$ cat src/rtl/cpu_pkg.sv
// Shared CPU front-end definitions: datapath width, PC step, fetch FSM
// state encoding and the redirect-target alignment helper.
package cpu_pkg;

    localparam int XLEN = 32;
    localparam logic [XLEN-1:0] PC_INC = 32'd4;

    typedef enum logic [1:0] {
        S_IDLE,
        S_REQ,
        S_WAIT,
        S_HOLD
    } fetch_state_t;

    // Redirect targets are forced onto a word boundary.
    function automatic logic [XLEN-1:0] align_pc(input logic [XLEN-1:0] a);
        return {a[XLEN-1:2], 2'b00};
    endfunction

endpackage

$ cat src/rtl/fetch_redirect_mux.sv
// Redirect priority selector for the fetch unit: trap > jump > branch.
// The trap level exists only when FETCH_TRAP_EN is defined.
// The selected target is word-aligned before it leaves this block.
module fetch_redirect_mux
    import cpu_pkg::*;
(
`ifdef FETCH_TRAP_EN
    input  logic            i_trap_valid,
    input  logic [XLEN-1:0] i_trap_vector,
`endif
    input  logic            i_jump_valid,
    input  logic [XLEN-1:0] i_jump_target,
    input  logic            i_branch_taken,
    input  logic [XLEN-1:0] i_branch_target,
    output logic            o_redir_valid,
    output logic [XLEN-1:0] o_redir_target
);

    // Pick the highest-priority active redirect and align its target.
    always_comb begin
        o_redir_valid  = 1'b0;
        o_redir_target = '0;
`ifdef FETCH_TRAP_EN
        if (i_trap_valid) begin
            o_redir_valid  = 1'b1;
            o_redir_target = align_pc(i_trap_vector);
        end else
`endif
        if (i_jump_valid) begin
            o_redir_valid  = 1'b1;
            o_redir_target = align_pc(i_jump_target);
        end else if (i_branch_taken) begin
            o_redir_valid  = 1'b1;
            o_redir_target = align_pc(i_branch_target);
        end
    end

endmodule

$ cat src/rtl/fetch_ctrl.sv
// Instruction fetch controller: one outstanding IMEM request at a time,
// a single-entry holding register towards decode, redirect handling in
// every state and a sticky timeout flag for slow memory responses.
// Optional trap redirect port pair enabled by defining FETCH_TRAP_EN.
module fetch_ctrl
    import cpu_pkg::*;
#(
    parameter logic [31:0] RESET_PC      = 32'h0000_0000,
    parameter int          IMEM_MAX_WAIT = 16
) (
    input  logic        clk,
    input  logic        reset,
`ifdef FETCH_TRAP_EN
    input  logic        trap_valid,
    input  logic [31:0] trap_vector,
`endif
    input  logic        jump_valid,
    input  logic [31:0] jump_target,
    input  logic        branch_taken,
    input  logic [31:0] branch_target,
    output logic        imem_req,
    output logic [31:0] imem_addr,
    input  logic        imem_gnt,
    input  logic        imem_rvalid,
    input  logic [31:0] imem_rdata,
    output logic        if_valid,
    input  logic        if_ready,
    output logic [31:0] if_instr,
    output logic [31:0] if_pc,
    output logic [31:0] pc_curr,
    output logic        fetch_err
);

    localparam int              CNT_W   = $clog2(IMEM_MAX_WAIT + 1);
    localparam logic [CNT_W-1:0] MAX_CNT = CNT_W'(IMEM_MAX_WAIT);

    fetch_state_t      r_state;
    logic [XLEN-1:0]   r_pc;
    logic              r_req;
    logic [XLEN-1:0]   r_addr;
    logic              r_if_valid;
    logic [XLEN-1:0]   r_if_instr;
    logic [XLEN-1:0]   r_if_pc;
    logic              r_err;
    logic              r_drop;
    logic [CNT_W-1:0]  r_wait_cnt;

    logic              w_redir_valid;
    logic [XLEN-1:0]   w_redir_target;
    logic              w_handshake;
    logic [XLEN-1:0]   w_pc_inc;
    logic [CNT_W-1:0]  w_cnt_next;

    fetch_redirect_mux u_redirect_mux (
`ifdef FETCH_TRAP_EN
        .i_trap_valid    (trap_valid),
        .i_trap_vector   (trap_vector),
`endif
        .i_jump_valid    (jump_valid),
        .i_jump_target   (jump_target),
        .i_branch_taken  (branch_taken),
        .i_branch_target (branch_target),
        .o_redir_valid   (w_redir_valid),
        .o_redir_target  (w_redir_target)
    );

    assign w_handshake = r_if_valid && if_ready;
    assign w_pc_inc    = r_pc + PC_INC;
    // The wait counter saturates so the flag logic never wraps back.
    assign w_cnt_next  = (r_wait_cnt == MAX_CNT) ? r_wait_cnt : r_wait_cnt + CNT_W'(1);

    // Fetch FSM: request issue, response capture, decode handshake and redirects.
    always_ff @(posedge clk or posedge reset) begin
        if (reset) begin
            r_state    <= S_IDLE;
            r_pc       <= RESET_PC;
            r_req      <= 1'b0;
            r_addr     <= RESET_PC;
            r_if_valid <= 1'b0;
            r_if_instr <= '0;
            r_if_pc    <= '0;
            r_err      <= 1'b0;
            r_drop     <= 1'b0;
            r_wait_cnt <= '0;
        end else begin
            case (r_state)
                S_IDLE: begin
                    r_state <= S_REQ;
                    r_req   <= 1'b1;
                    if (w_redir_valid) begin
                        r_pc   <= w_redir_target;
                        r_addr <= w_redir_target;
                    end else begin
                        r_addr <= r_pc;
                    end
                end
                S_REQ: begin
                    if (imem_gnt) begin
                        // Old address was accepted; a redirect now must drop its data.
                        r_state    <= S_WAIT;
                        r_req      <= 1'b0;
                        r_wait_cnt <= '0;
                        if (w_redir_valid) begin
                            r_pc   <= w_redir_target;
                            r_drop <= 1'b1;
                        end
                    end else if (w_redir_valid) begin
                        r_pc   <= w_redir_target;
                        r_addr <= w_redir_target;
                    end
                end
                S_WAIT: begin
                    if (imem_rvalid) begin
                        if (r_drop || w_redir_valid) begin
                            r_drop  <= 1'b0;
                            r_state <= S_REQ;
                            r_req   <= 1'b1;
                            if (w_redir_valid) begin
                                r_pc   <= w_redir_target;
                                r_addr <= w_redir_target;
                            end else begin
                                r_addr <= r_pc;
                            end
                        end else begin
                            r_if_valid <= 1'b1;
                            r_if_instr <= imem_rdata;
                            r_if_pc    <= r_addr;
                            r_state    <= S_HOLD;
                        end
                    end else begin
                        r_wait_cnt <= w_cnt_next;
                        if (w_cnt_next == MAX_CNT) begin
                            r_err <= 1'b1;
                        end
                        if (w_redir_valid) begin
                            r_pc   <= w_redir_target;
                            r_drop <= 1'b1;
                        end
                    end
                end
                S_HOLD: begin
                    // A redirect outranks the +4 step; any handshake this cycle still retires.
                    if (w_redir_valid) begin
                        r_if_valid <= 1'b0;
                        r_pc       <= w_redir_target;
                        r_addr     <= w_redir_target;
                        r_req      <= 1'b1;
                        r_state    <= S_REQ;
                    end else if (w_handshake) begin
                        r_if_valid <= 1'b0;
                        r_pc       <= w_pc_inc;
                        r_addr     <= w_pc_inc;
                        r_req      <= 1'b1;
                        r_state    <= S_REQ;
                    end
                end
                default: begin
                    r_state <= S_IDLE;
                    r_req   <= 1'b0;
                end
            endcase
        end
    end

    assign imem_req  = r_req;
    assign imem_addr = r_addr;
    assign if_valid  = r_if_valid;
    assign if_instr  = r_if_instr;
    assign if_pc     = r_if_pc;
    assign pc_curr   = r_pc;
    assign fetch_err = r_err;

endmodule
$ cat config.mk
export PLATFORM = sky130hd
export DESIGN_NAME = fetch_ctrl
export DESIGN_NICKNAME = d
export VERILOG_FILES = /design/src/rtl/cpu_pkg.sv /design/src/rtl/fetch_redirect_mux.sv /design/src/rtl/fetch_ctrl.sv
export SDC_FILE = /design/constraint.sdc
export NUM_CORES = 1
export LEC_CHECK = 0
export CAP_MARGIN = 40
export CORE_ASPECT_RATIO = 2
export CORE_MARGIN = 1
export CORE_UTILIZATION = 35
export CTS_CLUSTER_SIZE = 14
export DETAILED_ROUTE_END_ITERATION = 6
export REMOVE_ABC_BUFFERS = 1
export SLEW_MARGIN = 30
export SYNTH_ARGS = -nofsm -noshare
export SYNTH_HDL_FRONTEND = slang
export SYNTH_SLANG_ARGS = --single-unit
$ cat constraint.sdc
create_clock -name clk -period 8.95 [get_ports clk]
set_clock_uncertainty 0.05 [all_clocks]
set_input_delay 1.79 -clock clk [delete_from_list [all_inputs] [get_ports clk]]
set_output_delay 1.79 -clock clk [all_outputs]
set_load 0.02 [all_outputs]
==> flow_summary.html, run 1 <==
<table>
<tr><th>Metric</th><th>Value</th></tr>
<tr><th colspan="2">Run status</th></tr>
<tr><td>Run status</td><td>completed</td></tr>
<tr><th colspan="2">Finish</th></tr>
<tr><td>Layout cells sized above 1</td><td>13.3%</td></tr>
<tr><td>Synth-to-Final Area Change</td><td>42.2%</td></tr>
<tr><td>Non-filler cells, final</td><td>around 1.3k</td></tr>
<tr><td>Number of filler instances in the final layout</td><td>1992</td></tr>
<tr><td>Antenna diode count</td><td>0</td></tr>
<tr><td>Final layout net count</td><td>1097</td></tr>
<tr><th colspan="2">STA</th></tr>
<tr><td>Shortest period the worst path allows</td><td>around 4.4 ns</td></tr>
<tr><td>Slew of the pin with the lowest slew margin</td><td>0.801 ns</td></tr>
<tr><td>Share of the cycle needed by the critical path after routing</td><td>between 40% and 50%</td></tr>
<tr><td>Setup tns final</td><td>0 ns</td></tr>
<tr><td>Max Freq</td><td>225 MHz</td></tr>
<tr><td>Max-slew violation count</td><td>0</td></tr>
<tr><td>RSZ-0062 raised after global routing</td><td>no</td></tr>
<tr><td>Slew Limit Headroom</td><td>a little under half</td></tr>
<tr><td>Final hold viol count</td><td>0</td></tr>
<tr><td>Number of setup violations in the final report</td><td>0</td></tr>
<tr><th colspan="2">Yosys</th></tr>
<tr><td>Async set-reset flop share out of synthesis</td><td>100%</td></tr>
<tr><td>Mean area per synthesized cell</td><td>9.61 um^2</td></tr>
<tr><td>Synthesized instance count</td><td>between 700 and 800</td></tr>
<tr><td>Leading register cell type out of synthesis</td><td>dfrtp_1</td></tr>
<tr><td>Fraction of the yosys area taken by sequential cells</td><td>46.2%</td></tr>
<tr><td>Unique cell type count in the Yosys netlist</td><td>61</td></tr>
<tr><td>Synth Warn #</td><td>0</td></tr>
<tr><td>Yosys reg bits</td><td>139</td></tr>
<tr><td>Number of synthesized flops with an enable pin</td><td>0</td></tr>
<tr><td>Post-synthesis instance area</td><td>7530 um^2</td></tr>
<tr><th colspan="2">Setup path</th></tr>
<tr><td>FF-to-FF path depth</td><td>9</td></tr>
<tr><td>Critical Path End Type</td><td>flip-flop</td></tr>
<tr><td>Required time of the worst setup path</td><td>9.27 ns</td></tr>
<tr><td>Setup CP Type</td><td>in -&gt; reg</td></tr>
<tr><td>Largest fanout on the critical path</td><td>38</td></tr>
<tr><td>Sort of element at the start of the critical path</td><td>primary input</td></tr>
<tr><td>WP data arrival</td><td>4.77 ns</td></tr>
<tr><th colspan="2">Hold path</th></tr>
<tr><td>Hold-critical path depth</td><td>1</td></tr>
<tr><td>Path category of the worst min-delay check</td><td>reg -&gt; reg</td></tr>
<tr><th colspan="2">Power</th></tr>
<tr><td>Power Dens Cells</td><td>between 200 and 300 nW/um^2</td></tr>
<tr><td>Leakage</td><td>4.38 nW</td></tr>
<tr><td>Max VDD drop</td><td>between 0.15 and 0.2 mV</td></tr>
<tr><th colspan="2">Clock tree</th></tr>
<tr><td>Number of cells upsized or downsized after cts</td><td>0</td></tr>
<tr><td>Number of buffers inserted by hold repair at cts</td><td>0</td></tr>
<tr><td>Clk Tree Root Cell</td><td>clkbuf_16</td></tr>
<tr><td>Total CTS buffers</td><td>17</td></tr>
<tr><td>Clock H-tree levels</td><td>4</td></tr>
<tr><td>Clock tree from TritonCTS</td><td>yes</td></tr>
<tr><td>Clock insertion delay at the later pin of the skew report</td><td>0.43 ns</td></tr>
<tr><td>Post-CTS setup buffer count</td><td>0</td></tr>
<tr><td>Maximum root-to-sink buffer count</td><td>2</td></tr>
<tr><td>Clock net sink count</td><td>139</td></tr>
<tr><td>Clock transition at the register clock pins on the worst setup and hold paths after CTS</td><td>roughly 0.070 ns</td></tr>
<tr><th colspan="2">Detailed routing</th></tr>
<tr><td>DR DRC count</td><td>0</td></tr>
<tr><td>1st-iter DRT viols</td><td>402</td></tr>
<tr><td>Total wire length after detailed routing</td><td>25500 um</td></tr>
<tr><td>Detail-routed via count per cell</td><td>5.57</td></tr>
<tr><td>Routed wirelength normalized by instance count</td><td>between 20 and 25 um</td></tr>
<tr><td>Vias post-DR</td><td>7057</td></tr>
<tr><td>DRT Pass-1 Iters</td><td>5</td></tr>
<tr><td>ANT nets after route</td><td>0</td></tr>
<tr><th colspan="2">Place</th></tr>
<tr><td>Routability-driven placement congestion ratio</td><td>0.850</td></tr>
<tr><td>Post-placement cell count</td><td>1234</td></tr>
<tr><td>Number of port buffers</td><td>229</td></tr>
<tr><td>DP HPWL</td><td>17700 um</td></tr>
<tr><th colspan="2">Floorplan</th></tr>
<tr><td>Effective utilization at floorplan</td><td>35.8%</td></tr>
<tr><td>Number of rows created at floorplan</td><td>75</td></tr>
<tr><td>Area of the die</td><td>about 22000 um^2</td></tr>
<tr><td>Placeable core region</td><td>21000 um^2</td></tr>
<tr><td>Number of top-level pins</td><td>234</td></tr>
<tr><td>Die extent in y</td><td>~210 um</td></tr>
<tr><td>Overall die width</td><td>106 um</td></tr>
<tr><th colspan="2">GRT</th></tr>
<tr><td>Number of global-route vias before repair</td><td>7135</td></tr>
<tr><td>Overflow left after global routing</td><td>0</td></tr>
<tr><td>Number of antenna violations at the first check in global routing</td><td>0</td></tr>
<tr><td>Overall global routing resource usage</td><td>23.5%</td></tr>
<tr><td>Maximum number of pins on one net before global-route repair</td><td>79</td></tr>
<tr><td>Global-route wire length before repair</td><td>about 40000 um</td></tr>
<tr><th colspan="2">Flow run</th></tr>
<tr><td>Max-cap violations</td><td>0</td></tr>
</table>
## through the flow
step	cell area, um^2	hold slack (ns)	util (%)	setup slack (ns)	power, mW
CTS	10600	0.427	50.6	4.41	3.03
floorplan	7240	0.442	-	0.794	1.63
detailed placement	10000	0.413	47.6	3.96	2.26
finish	10700	0.416	50.9	4.50	3.01
global placement	9960	0.403	47.4	3.56	2.24
global route	10700	0.434	50.9	4.38	3.17
## cell usage in the layout (no fill, tap or decap), drive strengths merged, types with 6 or more instances in the layout
cell type and count:
clkbuf 20, clkdlybuf4s50 228, o21a 7, inv 18, buf 15, o22a 6
dfrtp 139, nor4 13, mux2 67, or4 7, and2 7, nor2 56
a221oi 7, nand4 11, a21oi 45, ha 7, o211ai 8, o21ai 75
nand2b 12, and3 10, a31oi 30, nor3 15, a22o 7, a22oi 14
nand2 64, nand3 26
## synth_stat cells, drive strengths merged (4+ instances only)
cell,instances,area (um^2)
and2,7,43.8
nor2,56,210
mux2i,5,50.1
dfrtp,139,3480
nand2,64,240
or4,7,66.3
a21boi,5,37.5
nor4,13,81.3
nor3,15,75.1
inv,18,67.6
o21ai,75,375
o22a,6,52.6
nor3b,4,30.0
a222oi,4,40.0
o211ai,8,60.1
nor2b,4,25.0
nand4,11,68.8
nand3,26,135
a221oi,7,61.3
nand2b,12,75.1
and3,10,62.6
a22o,7,61.3
a22oi,14,105
a41oi,4,35.0
buf,16,124
ha,7,87.6
mux2,67,754
clkbuf,43,161
and4,5,43.8
o21a,7,52.6
a21oi,45,225
a31oi,30,188
## cell families after synthesis
| group | after synthesis | synth area share, % |
|---|---|---|
| xor+xnor | 6 | 0.698 |
| fa+ha+maj | 7 | 1.16 |
| buf+inv | 77 | 4.69 |
| flops | 139 | 46.2 |
| simple gates | 244 | 16.4 |
| mux | 72 | 10.7 |
| compound gates | 238 | 20.1 |
## where the power goes
| part | internal [mW] | total [mW] | switching (mW) |
|---|---|---|---|
| combinational | 0.588 | 1.24 | 0.650 |
| sequential | 0.831 | 1.01 | 0.179 |
| clock | 0.479 | 0.759 | 0.281 |
| total | 1.90 | 3.01 | 1.11 |
## path summary, 6_finish.rpt
path	startpoint	slack, ns	end
worst max-delay path	branch_taken	4.50	pc_curr[30]$_DFFE_PP0P_
worst min-delay path	fetch_err$_DFFE_PP0P_	0.42	fetch_err$_DFFE_PP0P_
worst max register to register	r_state[0]$_DFFE_PP0P_	5.73	imem_addr[23]$_DFFE_PP0P_
worst min register to register	fetch_err$_DFFE_PP0P_	0.42	fetch_err$_DFFE_PP0P_
max in group asynchronous	reset	6.38	imem_addr[8]$_DFFE_PP0P_
min in group asynchronous	reset	1.60	if_pc[14]$_DFFE_PP0P_
## metal layers
layer	vias up	GRT usage, %	wire length (um)
met5	-	0	0
met4	0	10.2	826
met3	46	3.63	1190
met2	242	44.1	14100
met1	3447	25.5	9370
li1	3322	-	-
## flip-flops by register name (all words and copies together) (netlist names)
name	flops
if_instr	32
if_pc	32
imem_addr	32
pc_curr	32
r_wait_cnt	5
r_state	2
fetch_err	1
if_valid	1
imem_req	1
r_drop	1
## critical path, cell delays in order
cell,delay (ns)
clkdlybuf4s50_1,0.45
buf_4,0.30
or2_2,0.63
nor3_2,0.09
buf_4,0.27
or2_2,0.44
buf_12,0.21
or4_1,0.47
nand3_1,0.09
## layout make-up
class / instances / area, um^2 / share of cell area (%)
clock buffers: 20 / 457 / 4.27
clock inverters: 11 / 169 / 1.58
inverters: 18 / 72.6 / 0.678
multi-input cells: 567 / 3730 / 34.8
flip-flops and latches: 139 / 3480 / 32.5
well taps: 269 / 337 / 3.14
repair buffers: 244 / 2470 / 23.0
No activity file was read; power rests on OpenSTA's default activity.
==> run 2: changes to the inputs <==
Clock period 8.95 ns to 4.2 ns, I/O delays scaled along.
==> run 2 against run 1 <==
  * Clock-buffer cell count grew 4
  * Final area shrank 0.51%
  * First-iteration DRC count shrank 5.2%
  * Highest routed layer unchanged
  * Largest power group unchanged
  * Flip-flop and latch count is the same
  * Utilization shrank 0.26 points
  * Critical path depth shrank 1
  * Largest cell class unchanged
  * Critical path type unchanged
==> flow_summary.html, run 2 (same netlist as run 1, synthesis figures left out) <==
<table>
<tr><th>Metric</th><th>Value</th></tr>
<tr><th colspan="2">Floorplan</th></tr>
<tr><td>Effective utilization at floorplan</td><td>35.8%</td></tr>
<tr><td>Placeable core region</td><td>21000 um^2</td></tr>
<tr><td>Overall die width</td><td>106 um</td></tr>
<tr><td>Area of the die</td><td>22100 um^2</td></tr>
<tr><td>Die extent in y</td><td>between 200 and 250 um</td></tr>
<tr><td>Number of top-level pins</td><td>234</td></tr>
<tr><td>Number of rows created at floorplan</td><td>75</td></tr>
<tr><th colspan="2">Clock tree</th></tr>
<tr><td>Clock net sink count</td><td>139</td></tr>
<tr><td>Total CTS buffers</td><td>17</td></tr>
<tr><td>Clock insertion delay at the later pin of the skew report</td><td>between 0.4 and 0.5 ns</td></tr>
<tr><td>Clock tree from TritonCTS</td><td>yes</td></tr>
<tr><td>Maximum root-to-sink buffer count</td><td>2</td></tr>
<tr><td>Number of buffers inserted by hold repair at cts</td><td>0</td></tr>
<tr><td>Clock transition at the register clock pins on the worst setup and hold paths after CTS</td><td>0.06 ns</td></tr>
<tr><td>Clk Tree Root Cell</td><td>clkbuf_16</td></tr>
<tr><td>Number of cells upsized or downsized after cts</td><td>0</td></tr>
<tr><td>Clock H-tree levels</td><td>4</td></tr>
<tr><td>Post-CTS setup buffer count</td><td>0</td></tr>
<tr><th colspan="2">Finish</th></tr>
<tr><td>Non-filler cells, final</td><td>approximately 1.3k</td></tr>
<tr><td>Commonest cells after routing, fill and taps aside</td><td>228 x clkdlybuf4s50_1, 139 x dfrtp_1, 75 x o21ai_0, 67 x mux2_2, 64 x nand2_1</td></tr>
<tr><td>Antenna diode count</td><td>0</td></tr>
<tr><td>Number of filler instances in the final layout</td><td>2024</td></tr>
<tr><td>Layout cells sized above 1</td><td>between 10% and 20%</td></tr>
<tr><td>Most frequent standard cell in the layout excluding fill and tap cells</td><td>clkdlybuf4s50_1</td></tr>
<tr><td>Share of the core filled with cells in the final layout</td><td>50.7%</td></tr>
<tr><td>Final layout net count</td><td>1106</td></tr>
<tr><td>Synth-to-Final Area Change</td><td>41.5%</td></tr>
<tr><td>Sequential Area</td><td>3480 um^2</td></tr>
<tr><td>Total area of multi-input combinational cells</td><td>~3700 um^2</td></tr>
<tr><th colspan="2">Detailed routing</th></tr>
<tr><td>1st-iter DRT viols</td><td>381</td></tr>
<tr><td>DRT Pass-1 Iters</td><td>6</td></tr>
<tr><td>ANT nets after route</td><td>0</td></tr>
<tr><td>DR DRC count</td><td>0</td></tr>
<tr><td>Routed wirelength normalized by instance count</td><td>19.7 um</td></tr>
<tr><td>Detail-routed via count per cell</td><td>5.57</td></tr>
<tr><td>Vias post-DR</td><td>7115</td></tr>
<tr><td>Total wire length after detailed routing</td><td>25200 um</td></tr>
<tr><th colspan="2">GRT</th></tr>
<tr><td>Global-route track usage on met2</td><td>roughly 43%</td></tr>
<tr><td>Number of global-route vias before repair</td><td>7191</td></tr>
<tr><td>Maximum number of pins on one net before global-route repair</td><td>68</td></tr>
<tr><td>Overflow left after global routing</td><td>0</td></tr>
<tr><td>Global-route wire length before repair</td><td>39700 um</td></tr>
<tr><td>Busiest grt layer</td><td>met2</td></tr>
<tr><td>Global routing usage on met3</td><td>3.57%</td></tr>
<tr><td>Overall global routing resource usage</td><td>23.4%</td></tr>
<tr><td>Global routing usage on met1</td><td>25.1%</td></tr>
<tr><td>Number of antenna violations at the first check in global routing</td><td>0</td></tr>
<tr><th colspan="2">STA</th></tr>
<tr><td>Slew Limit Headroom</td><td>52.5%</td></tr>
<tr><td>Share of the cycle needed by the critical path after routing</td><td>a little over 70%</td></tr>
<tr><td>Max-slew violation count</td><td>0</td></tr>
<tr><td>Slew of the pin with the lowest slew margin</td><td>0.707 ns</td></tr>
<tr><td>Max Freq</td><td>about 340 MHz</td></tr>
<tr><td>Shortest period the worst path allows</td><td>a little under 3 ns</td></tr>
<tr><td>Final hold viol count</td><td>0</td></tr>
<tr><td>Number of setup violations in the final report</td><td>0</td></tr>
<tr><td>RSZ-0062 raised after global routing</td><td>no</td></tr>
<tr><th colspan="2">Setup path</th></tr>
<tr><td>Required time of the worst setup path</td><td>4.46 ns</td></tr>
<tr><td>WP data arrival</td><td>3.23 ns</td></tr>
<tr><td>Critical Path End Type</td><td>flip-flop</td></tr>
<tr><td>Setup CP Type</td><td>in -&gt; reg</td></tr>
<tr><td>Largest fanout on the critical path</td><td>25</td></tr>
<tr><td>Sort of element at the start of the critical path</td><td>primary input</td></tr>
<tr><th colspan="2">Hold path</th></tr>
<tr><td>Path category of the worst min-delay check</td><td>reg -&gt; reg</td></tr>
<tr><th colspan="2">Place</th></tr>
<tr><td>Number of port buffers</td><td>approximately 230</td></tr>
<tr><td>Routability-driven placement congestion ratio</td><td>0.857</td></tr>
<tr><td>Post-placement cell count</td><td>1245</td></tr>
<tr><td>DP HPWL</td><td>18400 um</td></tr>
<tr><th colspan="2">Power</th></tr>
<tr><td>Overall power of the completed layout</td><td>approximately 6.3 mW</td></tr>
<tr><td>Part of the power in combinational logic</td><td>42.7%</td></tr>
<tr><td>Clock power share</td><td>22.9%</td></tr>
<tr><td>Net Sw Frac</td><td>37.5%</td></tr>
<tr><td>Power Dens Cells</td><td>just under 600 nW/um^2</td></tr>
<tr><td>Leakage</td><td>~4.4 nW</td></tr>
<tr><td>Max VDD drop</td><td>0.296 mV</td></tr>
<tr><td>Switching component of the power</td><td>between 2 and 2.5 mW</td></tr>
<tr><td>Internal power</td><td>between 3 and 4 mW</td></tr>
<tr><td>Sequential fraction of design power</td><td>approximately a third</td></tr>
<tr><th colspan="2">Flow run</th></tr>
<tr><td>Max-cap violations</td><td>0</td></tr>
<tr><th colspan="2">Run status</th></tr>
<tr><td>Run status</td><td>completed</td></tr>
</table>
run 2: changes by cell type in the layout (fill, tap and decap cells not counted), sizes merged:
cell,change
buf,+9
clkbuf,+5
bufinv,-3
clkinvlp,-3
clkinv,+2
clkdlybuf4s18,-1
run 2: path summary, 6_finish.rpt:
path | startpoint | endpoint | slack, ns | cells past startpoint
max reg2reg | pc_curr[2]$_DFFE_PP0P_ | imem_addr[28]$_DFFE_PP0P_ | 1.23 | 6
max | branch_taken | imem_addr[28]$_DFFE_PP0P_ | 1.23 | 8
min reg2reg | fetch_err$_DFFE_PP0P_ | fetch_err$_DFFE_PP0P_ | 0.42 | 1
min in group asynchronous | reset | if_instr[8]$_DFFE_PP0P_ | 0.85 | 2
max in group asynchronous | reset | if_instr[18]$_DFFE_PP0P_ | 2.47 | 3
min | fetch_err$_DFFE_PP0P_ | fetch_err$_DFFE_PP0P_ | 0.42 | 1
run 2: per-layer routing:
metal  routed length (um)  up-vias
met1                 9470     3472
met2                13700      244
met5                    0        -
li1                     -     3336
met4                  984        0
met3                 1030       63
run 2: critical path, cell delays in order:
cell and delay [ns]:
clkdlybuf4s50_1 0.61, buf_4 0.33, nor3b_2 0.09, a21oi_1 0.27, a21o_2 0.38, buf_4 0.27, o21ai_0 0.13, o32a_1 0.29
run 2: per-stage QoR:
stage / worst slack (ns) / cell area (um^2) / hold slack, ns / setup TNS (ns)
6_report: 1.23 / 10700 / 0.420 / 0
5_1_grt: 1.07 / 10700 / 0.446 / 0
4_1_cts: 1.22 / 10600 / 0.426 / 0
3_5_place_dp: 0.815 / 10100 / 0.413 / 0
3_3_place_gp: 0.833 / 10100 / 0.405 / 0
2_1_floorplan: -3.01 / 7240 / 0.442 / -286.44
run 2: power by group through the flow:
stage | Sequential [mW] | Combinational, mW | Clock [mW]
after floorplan | 2.59 | 0.875 | 0
after global placement | 2.16 | 2.67 | 0
after detailed placement | 2.18 | 2.69 | 0
after CTS | 2.16 | 2.70 | 1.47
after global routing | 2.21 | 2.86 | 1.52
final | 2.15 | 2.67 | 1.43
run 2: layout make-up:
class,count,area share (%)
Clock buffer,24,4.52
Tap cell,269,3.16
Timing Repair Buffer,253,23.5
Multi-Input combinational cell,567,34.9
Sequential cell,139,32.7
Clock inverter,7,0.623
Inverter,18,0.681
==> run 3: changes to the inputs <==
Clock period 4.2 ns to 3 ns, I/O delays scaled along.
==> run 3 against run 2 <==
  * The flow now finishes with violations (DRC)
  * Non-clock buffer count increased by 22
  * Global-route usage rose by 0.86 points
  * Clock-buffer cell count fell by 3
  * Combinational power rose by 45%
  * Worst hold slack worse by 0.0064 ns
  * Total power grew 49%
  * Final area up 3.1%
  * Via count grew 1.6%
  * Sequential power up 40%
  * Die area is the same
  * Register-to-register slack worse by 0.93 ns
  * Largest power group unchanged
==> flow_summary.html, run 3 (same netlist as run 1, synthesis figures left out) <==
<table>
<tr><th>Metric</th><th>Value</th></tr>
<tr><th colspan="2">Setup path</th></tr>
<tr><td>Sort of element at the start of the critical path</td><td>flip-flop</td></tr>
<tr><td>FF-to-FF path depth</td><td>6</td></tr>
<tr><td>Endpoint of the worst register-to-register path</td><td>imem_addr[28]$_DFFE_PP0P_</td></tr>
<tr><td>Setup CP Type</td><td>reg -&gt; reg</td></tr>
<tr><td>Worst flop-to-flop path startpoint</td><td>pc_curr[2]$_DFFE_PP0P_</td></tr>
<tr><td>Critical Path End Type</td><td>flip-flop</td></tr>
<tr><td>Required time of the worst setup path</td><td>3.26 ns</td></tr>
<tr><td>WP data arrival</td><td>2.96 ns</td></tr>
<tr><td>Largest fanout on the critical path</td><td>6</td></tr>
<tr><td>FF-to-FF setup slack</td><td>0.30 ns</td></tr>
<tr><th colspan="2">Clock tree</th></tr>
<tr><td>Number of cells upsized or downsized after cts</td><td>0</td></tr>
<tr><td>Clk Tree Root Cell</td><td>clkbuf_16</td></tr>
<tr><td>Clock insertion delay at the later pin of the skew report</td><td>about 0.43 ns</td></tr>
<tr><td>Number of buffers inserted by hold repair at cts</td><td>0</td></tr>
<tr><td>Clock H-tree levels</td><td>4</td></tr>
<tr><td>Clock transition at the register clock pins on the worst setup and hold paths after CTS</td><td>0.07 ns</td></tr>
<tr><td>Total CTS buffers</td><td>17</td></tr>
<tr><td>Clock net sink count</td><td>139</td></tr>
<tr><td>Clock tree from TritonCTS</td><td>yes</td></tr>
<tr><td>Maximum root-to-sink buffer count</td><td>2</td></tr>
<tr><td>Post-CTS setup buffer count</td><td>0</td></tr>
<tr><th colspan="2">Power</th></tr>
<tr><td>Max VDD drop</td><td>0.385 mV</td></tr>
<tr><td>Leakage</td><td>roughly 4.6 nW</td></tr>
<tr><td>Power Dens Cells</td><td>approximately 850 nW/um^2</td></tr>
<tr><th colspan="2">Finish</th></tr>
<tr><td>Final layout net count</td><td>1128</td></tr>
<tr><td>Commonest cells after routing, fill and taps aside</td><td>228 x clkdlybuf4s50_1, 139 x dfrtp_1, 75 x o21ai_0, 67 x mux2_2, 64 x nand2_1</td></tr>
<tr><td>Non-filler cells, final</td><td>1299</td></tr>
<tr><td>Layout cells sized above 1</td><td>between 10% and 20%</td></tr>
<tr><td>Antenna diode count</td><td>0</td></tr>
<tr><td>Number of filler instances in the final layout</td><td>between 1.5k and 2k</td></tr>
<tr><td>Share of the core filled with cells in the final layout</td><td>a little over half</td></tr>
<tr><td>Most frequent standard cell in the layout excluding fill and tap cells</td><td>clkdlybuf4s50_1</td></tr>
<tr><td>Synth-to-Final Area Change</td><td>45.9%</td></tr>
<tr><th colspan="2">Run status</th></tr>
<tr><td>Failing checks</td><td>DRC</td></tr>
<tr><td>Run status</td><td>complete, but fails checks</td></tr>
<tr><th colspan="2">GRT</th></tr>
<tr><td>Global-route wire length before repair</td><td>41300 um</td></tr>
<tr><td>Overall global routing resource usage</td><td>between 20% and 30%</td></tr>
<tr><td>Maximum number of pins on one net before global-route repair</td><td>62</td></tr>
<tr><td>Overflow left after global routing</td><td>0</td></tr>
<tr><td>Number of antenna violations at the first check in global routing</td><td>0</td></tr>
<tr><td>Number of global-route vias before repair</td><td>7457</td></tr>
<tr><th colspan="2">Floorplan</th></tr>
<tr><td>Number of top-level pins</td><td>between 200 and 250</td></tr>
<tr><td>Overall die width</td><td>106 um</td></tr>
<tr><td>Die extent in y</td><td>roughly 210 um</td></tr>
<tr><td>Area of the die</td><td>~22000 um^2</td></tr>
<tr><td>Number of rows created at floorplan</td><td>75</td></tr>
<tr><td>Effective utilization at floorplan</td><td>35.8%</td></tr>
<tr><td>Placeable core region</td><td>21000 um^2</td></tr>
<tr><th colspan="2">STA</th></tr>
<tr><td>RSZ-0062 raised after global routing</td><td>no</td></tr>
<tr><td>Shortest period the worst path allows</td><td>2.70 ns</td></tr>
<tr><td>Hold Slack</td><td>0.414 ns</td></tr>
<tr><td>Slew Limit Headroom</td><td>50.0%</td></tr>
<tr><td>Number of setup violations in the final report</td><td>0</td></tr>
<tr><td>Final hold viol count</td><td>0</td></tr>
<tr><td>Setup tns final</td><td>0 ns</td></tr>
<tr><td>Slew of the pin with the lowest slew margin</td><td>0.741 ns</td></tr>
<tr><td>Share of the cycle needed by the critical path after routing</td><td>about 90%</td></tr>
<tr><td>Worst Slack Setup Final</td><td>0.298 ns</td></tr>
<tr><td>Max-slew violation count</td><td>0</td></tr>
<tr><td>Max Freq</td><td>370 MHz</td></tr>
<tr><th colspan="2">Hold path</th></tr>
<tr><td>Hold Crit Endpoint</td><td>fetch_err$_DFFE_PP0P_</td></tr>
<tr><td>Path category of the worst min-delay check</td><td>reg -&gt; reg</td></tr>
<tr><td>Hold-critical path depth</td><td>1</td></tr>
<tr><td>Launch instance of the worst min-delay path</td><td>fetch_err$_DFFE_PP0P_</td></tr>
<tr><th colspan="2">Place</th></tr>
<tr><td>Routability-driven placement congestion ratio</td><td>between 0.8 and 0.9</td></tr>
<tr><td>Placement-stage worst setup slack</td><td>about 0.19 ns</td></tr>
<tr><td>DP HPWL</td><td>between 15000 and 20000 um</td></tr>
<tr><td>Number of port buffers</td><td>between 200 and 250</td></tr>
<tr><td>Post-placement cell count</td><td>1268</td></tr>
<tr><th colspan="2">Detailed routing</th></tr>
<tr><td>Routed wirelength normalized by instance count</td><td>20.2 um</td></tr>
<tr><td>1st-iter DRT viols</td><td>379</td></tr>
<tr><td>DRT Pass-1 Iters</td><td>7</td></tr>
<tr><td>Detail-routed via count per cell</td><td>5.57</td></tr>
<tr><td>ANT nets after route</td><td>0</td></tr>
<tr><td>DR DRC count</td><td>3</td></tr>
<tr><td>Total wire length after detailed routing</td><td>26200 um</td></tr>
<tr><td>Vias post-DR</td><td>7232</td></tr>
<tr><th colspan="2">Flow run</th></tr>
<tr><td>Max-cap violations</td><td>0</td></tr>
</table>
## run 3: changes by cell type in the layout (fill, tap and decap cells not counted), sizes merged
| cell | previous run | this run |
|---|---|---|
| buf | 24 | 47 |
| bufinv | 1 | 6 |
| clkbuf | 25 | 21 |
| clkinv | 5 | 1 |
| clkinvlp | 1 | 2 |
| inv | 18 | 19 |
## run 3: power breakdown
| group | leakage (nW) | internal, mW | switching (mW) |
|---|---|---|---|
| Combinational | 2.45 | 1.86 | 2.01 |
| Sequential | 1.79 | 2.48 | 0.516 |
| Clock | 0.320 | 1.60 | 0.846 |
| Total | 4.56 | 5.95 | 3.37 |
## run 3: area by class of cell
class	count	area [um^2]	share of cell area, %
Clock buffer	21	460	4.19
Multi-Input combinational cell	567	3710	33.8
Sequential cell	139	3480	31.7
Tap cell	269	337	3.06
Clock inverter	10	213	1.94
Inverter	18	72.6	0.661
Timing Repair Buffer	275	2710	24.7
## run 3: worst max-delay path: stages, from the launching register on
cell and delay [ns]:
dfrtp_1 0.36, ha_1 0.29, nand2_1 0.12, or4_4 0.63
or4_4 0.61, and3b_1 0.20, o32a_1 0.33
## run 3: worst max-delay path by stage
stage                                 startpoint                   endpoint  slack [ns]  cells after the start
after floorplan                     branch_taken    pc_curr[31]$_DFFE_PP0P_       -3.97                      5
after global placement              branch_taken    pc_curr[21]$_DFFE_PP0P_        0.22                      7
after detailed placement            branch_taken    pc_curr[21]$_DFFE_PP0P_        0.19                      7
after CTS                 pc_curr[2]$_DFFE_PP0P_  imem_addr[28]$_DFFE_PP0P_        0.32                      6
after global routing      pc_curr[2]$_DFFE_PP0P_  imem_addr[20]$_DFFE_PP0P_        0.22                      7
final                     pc_curr[2]$_DFFE_PP0P_  imem_addr[28]$_DFFE_PP0P_        0.30                      6
## run 3: through the flow
| stage | area (um^2) | power [mW] |
|---|---|---|
| 2_1_floorplan | 7240 | 4.86 |
| 6_report | 11000 | 9.32 |
| 4_1_cts | 11000 | 9.40 |
| 5_1_grt | 11000 | 9.79 |
| 3_5_place_dp | 10300 | 6.91 |
| 3_3_place_gp | 10300 | 6.86 |
## run 3: routing by layer
layer	vias to the layer above	wire length [um]	part of all wire (%)	track usage, %
met3	70	1130	4.3	3.94
met4	0	1140	4.3	12.5
met5	-	0	0	0
met1	3546	9610	37	25.7
met2	244	14300	55	45.3
li1	3372	-	-	-
